===== src/rtl/branch_predict_resolve.sv =====
`default_nettype none
// ============================================================================
//  Module   : branch_predict_resolve
//  Brief    : 2-bit BHT branch predictor with full-operand EX resolution,
//             mispredict redirect and saturating branch statistics.
//  Revision : 1.0  initial release
// ============================================================================
module branch_predict_resolve #(
    parameter int XLEN        = 32,
    parameter int BHT_ENTRIES = 64,
    parameter int CNT_W       = 32
) (
    input  logic             clock_i,
    input  logic             reset_i,
    input  logic [XLEN-1:0]  if_pc_i,
    output logic             if_pred_taken_o,
    input  logic             ex_valid_i,
    input  logic             ex_stall_i,
    input  logic             ex_Branch_i,
    input  logic [2:0]       ex_funct3_i,
    input  logic [XLEN-1:0]  ex_pc_i,
    input  logic [XLEN-1:0]  ex_rs1_i,
    input  logic [XLEN-1:0]  ex_rs2_i,
    input  logic             ex_pred_taken_i,
    output logic             branch_taken_o,
    output logic             mispredict_o,
    output logic [CNT_W-1:0] branch_count_o,
    output logic [CNT_W-1:0] mispredict_count_o
);
    localparam int               IDX       = $clog2(BHT_ENTRIES);
    localparam logic [1:0]       C_WEAK_NT = 2'b01;
    localparam logic [CNT_W-1:0] C_CNT_ONE = CNT_W'(1);

    logic [1:0]       bht_q [BHT_ENTRIES];
    logic [CNT_W-1:0] branch_count_q, branch_count_d;
    logic [CNT_W-1:0] mispredict_count_q, mispredict_count_d;

    logic [IDX-1:0]   w_if_idx, w_ex_idx;
    logic             w_active, w_valid_f3, w_outcome, w_update;
    logic [1:0]       w_ex_cnt, w_bht_d;
    logic             w_unused_pc_bits;

    assign w_if_idx = if_pc_i[IDX+1:2];
    assign w_ex_idx = ex_pc_i[IDX+1:2];
    assign w_unused_pc_bits = ^{if_pc_i[XLEN-1:IDX+2], if_pc_i[1:0],
                                ex_pc_i[XLEN-1:IDX+2], ex_pc_i[1:0]};

    // Lookup reads the array directly; a concurrent update is not bypassed.
    assign if_pred_taken_o = bht_q[w_if_idx][1];

    assign w_active   = ex_valid_i & ex_Branch_i & ~ex_stall_i;
    assign w_valid_f3 = (ex_funct3_i[2:1] != 2'b01);

    always_comb begin
        w_outcome = 1'b0;
        case (ex_funct3_i)
            3'b000:  w_outcome = (ex_rs1_i == ex_rs2_i);
            3'b001:  w_outcome = (ex_rs1_i != ex_rs2_i);
            3'b100:  w_outcome = ($signed(ex_rs1_i) <  $signed(ex_rs2_i));
            3'b101:  w_outcome = ($signed(ex_rs1_i) >= $signed(ex_rs2_i));
            3'b110:  w_outcome = (ex_rs1_i <  ex_rs2_i);
            3'b111:  w_outcome = (ex_rs1_i >= ex_rs2_i);
            default: w_outcome = 1'b0;
        endcase
    end

    assign branch_taken_o = w_active & w_outcome;
    assign mispredict_o   = w_active & (branch_taken_o != ex_pred_taken_i);
    assign w_update       = w_active & w_valid_f3;

    // Saturating 2-bit counter step, read-modify-write on the current entry.
    assign w_ex_cnt = bht_q[w_ex_idx];
    always_comb begin
        w_bht_d = w_ex_cnt;
        if (branch_taken_o) begin
            if (w_ex_cnt != 2'b11) w_bht_d = w_ex_cnt + 2'b01;
        end else begin
            if (w_ex_cnt != 2'b00) w_bht_d = w_ex_cnt - 2'b01;
        end
    end

    always_comb begin
        branch_count_d     = branch_count_q;
        mispredict_count_d = mispredict_count_q;
        if (w_update && !(&branch_count_q))
            branch_count_d = branch_count_q + C_CNT_ONE;
        if (mispredict_o && !(&mispredict_count_q))
            mispredict_count_d = mispredict_count_q + C_CNT_ONE;
    end

    always_ff @(posedge clock_i) begin
        if (reset_i) begin
            for (int i = 0; i < BHT_ENTRIES; i++) bht_q[i] <= C_WEAK_NT;
            branch_count_q     <= '0;
            mispredict_count_q <= '0;
        end else begin
            if (w_update) bht_q[w_ex_idx] <= w_bht_d;
            branch_count_q     <= branch_count_d;
            mispredict_count_q <= mispredict_count_d;
        end
    end

    assign branch_count_o     = branch_count_q;
    assign mispredict_count_o = mispredict_count_q;
endmodule
`default_nettype wire


===== config.mk =====
export PLATFORM = sky130hd
export DESIGN_NAME = branch_predict_resolve
export DESIGN_NICKNAME = d
export VERILOG_FILES = /design/src/rtl/branch_predict_resolve.sv
export SDC_FILE = /design/constraint.sdc
export NUM_CORES = 1
export LEC_CHECK = 0
export ABC_AREA = 1
export CAP_MARGIN = 30
export CORE_MARGIN = 10
export CORE_UTILIZATION = 54
export CTS_CLUSTER_DIAMETER = 100
export DETAILED_ROUTE_END_ITERATION = 7
export GPL_TIMING_DRIVEN = 1
export PLACE_DENSITY = 0.81
export SYNTH_ARGS = -nofsm -noshare
export SYNTH_HDL_FRONTEND = slang
export SYNTH_SLANG_ARGS = --single-unit

===== constraint.sdc =====
create_clock -name clock_i -period 3.3 [get_ports clock_i]
set_input_delay 0.33 -clock clock_i [delete_from_list [all_inputs] [get_ports clock_i]]
set_output_delay 0.33 -clock clock_i [all_outputs]
set_load 0.005 [all_outputs]

==> flow_metrics.tcl <==
set metrics [dict create \
    status "finished, final reports clean" \
    comb_power_share 0.125 \
    drv_slew 0 \
    synthArstFlopShare 0 \
    numClockSinks 192 \
    synth_top_area_cell "edfxtp_1" \
    ir_worst_vdd_mv 0.361 \
    worstPathMaxFanout 17 \
    num_vias 11439 \
    cts_setup_buffers 0 \
    syn_area_per_cell_um2 7.53 \
    clk_path_buf_depth 2 \
    finalNetCount 1868 \
    port_buffers 151 \
    leakagePower_nw 5.27 \
    synth_top_area_share 0.332 \
    io_pins 204 \
    routed_wl_um 36500 \
    ff2ff_path_depth 17 \
    synth.net_count 1709 \
    end_kind "primary output" \
    p_int_mw 4.22 \
    synth_adder_area_share 0.0367 \
    p_per_area_nw_per_um2 391 \
    fp.coreArea_um2 21100 \
    required_ns 2.97 \
    worstPathArrival_ns 2.76 \
    syn2layout_area_growth_pct 23.9 \
    grt_pass1_wl_um 57400 \
    placed_area_um2 13700 \
    dp.cells 1953 \
    layout_common_cells "nand2_1, nor2_1, inv_1" \
    synth.distinct_cells 47 \
    period_minus_slack_ns 3.09 \
    holdPathStages 2 \
    grt_max_degree 89 \
    p_seq_frac 0.466 \
    globalplace.congestion 0.974 \
    switching_share 0.248 \
    rr_endpoint "mispredict_count_o[1]" \
    synth_area_leaders "edfxtp_1, dfxtp_1, nand2_1" \
    setup_violations 0 \
    synth-edff-count 128 \
    synth_top_flop_cell "edfxtp_1" \
    tightest_slew_ns 1.02 \
    synth.yosys.seq_area_share 0.442 \
    antenna_found_initial 0 \
    drv_cap 0 \
    critical_path_class "in2out" \
    drcViolationCount 0 \
    clk_transition_reported_paths_ns 0.07 \
    r2r_start "mispredict_count_o[1]" \
    ant_nets 0 \
    cts_tree "built" \
    final_common_cell "nand2_1" \
    rows 53 \
    dp_hpwl_um 25900 \
    wl_per_cell_um 18.4 \
    die_h_um 166 \
    fin_cells 1984 \
    grt_usage 0.252 \
    synth_top_family_by_area "simple AND/OR/NAND/NOR gates" \
    synth_compound_area_frac 0.110 \
    cts_hold_buf 0 \
    post_synth_mux_area_share 0 \
    drt-vias-per-instance 5.77 \
    whs_endpoint "mispredict_count_o[31]" \
    critPathLaunchType "input pin" \
    ys_seq_elements 192 \
    synth_xor_area_frac 0.0272 \
    die_area_um2 27700 \
    reg2reg_slack_ns 0.42 \
    relSlewSlack 0.318 \
    syn_inst 1538 \
    first_iter_violations 1334 \
    fp.dieW_um 166 \
    ys_warn_count 0 \
    initial_core_util 0.549 \
    first_pass_iters 8 \
    grt_pass1_vias 11139 \
    hold_start "mispredict_count_o[31]" \
    diodes 0 \
    hold_viol 0 \
    clk_latency_ns 0.44 \
    cts_made_buffers 17 \
    fillCellCount 1725 \
    finalCritPeriodShare 0.937 \
    clkPwrFrac 0.408 \
    fmax_mhz 323 \
    hp-class "reg2reg" \
    yosys.area_share.simple 0.282 \
    gr-total-overflow 0 \
    timing.hold.ws_ns 0.499 \
    switching_power_mw 1.39 \
    design_area_um2 14400 \
    fin_skew_ns 0.0144 \
    netlist_area_um2 11600 \
    drive_gt1_frac 0.0702 \
    fin_util 0.681 \
    clock_tree.root_cell "clkbuf_16" \
    ctsHtreeMaxLevel 4 \
]
-- cell usage after synthesis (2+ instances only) --
cell type and count:
nand2_1 329, o31ai_1 5, xnor2_1 7, o21a_1 5, ha_1 34, clkbuf_1 36, nand4_1 55, nor3_1 36
inv_2 9, o21ai_2 2, a221oi_1 11, a21oi_1 88, dfxtp_1 64, buf_2 19, a22oi_1 15, o221a_2 2
o41ai_1 2, clkinv_1 3, nor2_1 229, a211oi_1 3, inv_1 222, nand3_2 7, o21ai_1 2, edfxtp_1 128
buf_4 9, nand3_1 89, o22ai_1 8, nor3b_1 3, a22o_1 3, xor2_1 29, nor4_1 14, o21ai_0 55
-- sequential cells by signal, summed over array words and instances (netlist names) --
| signal | count |
|---|---|
| bht_q | 128 |
| mispredict_count_o | 32 |
| branch_count_o | 32 |
-- repair_timing --
action	in CTS	in global routing
pin swaps	4	6
endpoints found under the setup margin	2	3
gates resized for setup	7	11
-- how the worst max path moves through the flow --
stage	startpoint	to	slack (ns)	depth (start not counted)
after floorplan	ex_rs2_i[31]	mispredict_o	0.69	16
after global routing	ex_rs2_i[7]	mispredict_o	-0.009	19
after detailed placement	ex_rs2_i[7]	mispredict_o	-0.17	17
after CTS	ex_rs2_i[23]	branch_taken_o	0.006	18
final	if_pc_i[2]	if_pred_taken_o	0.21	9
after global placement	ex_rs2_i[7]	mispredict_o	-0.13	17
-- cell families after synthesis --
group | count (synthesis)
xor gates and xnor gates | 36
and+or+nand+nor | 765
DFF | 192
AOI/OAI and AO/OA | 213
buffers and inverters | 298
adders and majority gates | 34
-- power by group through the flow --
stage / logic (mW) / clock network (mW) / registers (mW)
after floorplan: 0.365 / 0 / 2.66
after global placement: 0.658 / 0 / 2.67
after detailed placement: 0.674 / 0 / 2.67
after CTS: 0.682 / 2.29 / 2.61
after global routing: 0.758 / 2.39 / 2.62
final: 0.702 / 2.29 / 2.61
-- per-stage QoR --
stage	power (mW)	TNS (ns)	setup slack, ns
detailed placement	3.34	-7.44	-0.169
CTS	5.59	0	0.00644
global placement	3.32	-0.286	-0.130
global route	5.77	-0.00926	-0.00926
finish	5.61	0	0.206
floorplan	3.02	0	0.689
-- cell type report --
| class | count | area (um^2) | area share |
|---|---|---|---|
| timing repair buffer | 204 | 2010 | 0.140 |
| multi-input combinational | 1048 | 5360 | 0.373 |
| clock inverter | 14 | 211 | 0.0147 |
| tap | 275 | 344 | 0.0240 |
| sequential | 192 | 5120 | 0.357 |
| clock buffer | 17 | 425 | 0.0296 |
| inverter | 234 | 878 | 0.0612 |
-- worst max-delay path, stage by stage --
cell             delay [ns]
clkdlybuf4s50_1        0.53
buf_4                  0.28
nand2_1                0.13
o21ai_0                0.11
a221oi_1               0.13
o311ai_0               0.44
nand3_1                0.14
o31ai_1                0.11
clkdlybuf4s50_1        0.55
-- per-layer routing --
layer | track usage | routed length, um | part of all wire | vias to the layer above
met2 | 0.428 | 17900 | 0.49 | 622
met1 | 0.299 | 13700 | 0.37 | 5286
li1 | - | - | - | 5428
met3 | 0.0652 | 3680 | 0.10 | 103
met4 | 0.0955 | 1200 | 0.033 | 0
met5 | 0 | 0 | 0 | -
Note: power is estimated with default switching activity, not from simulation.
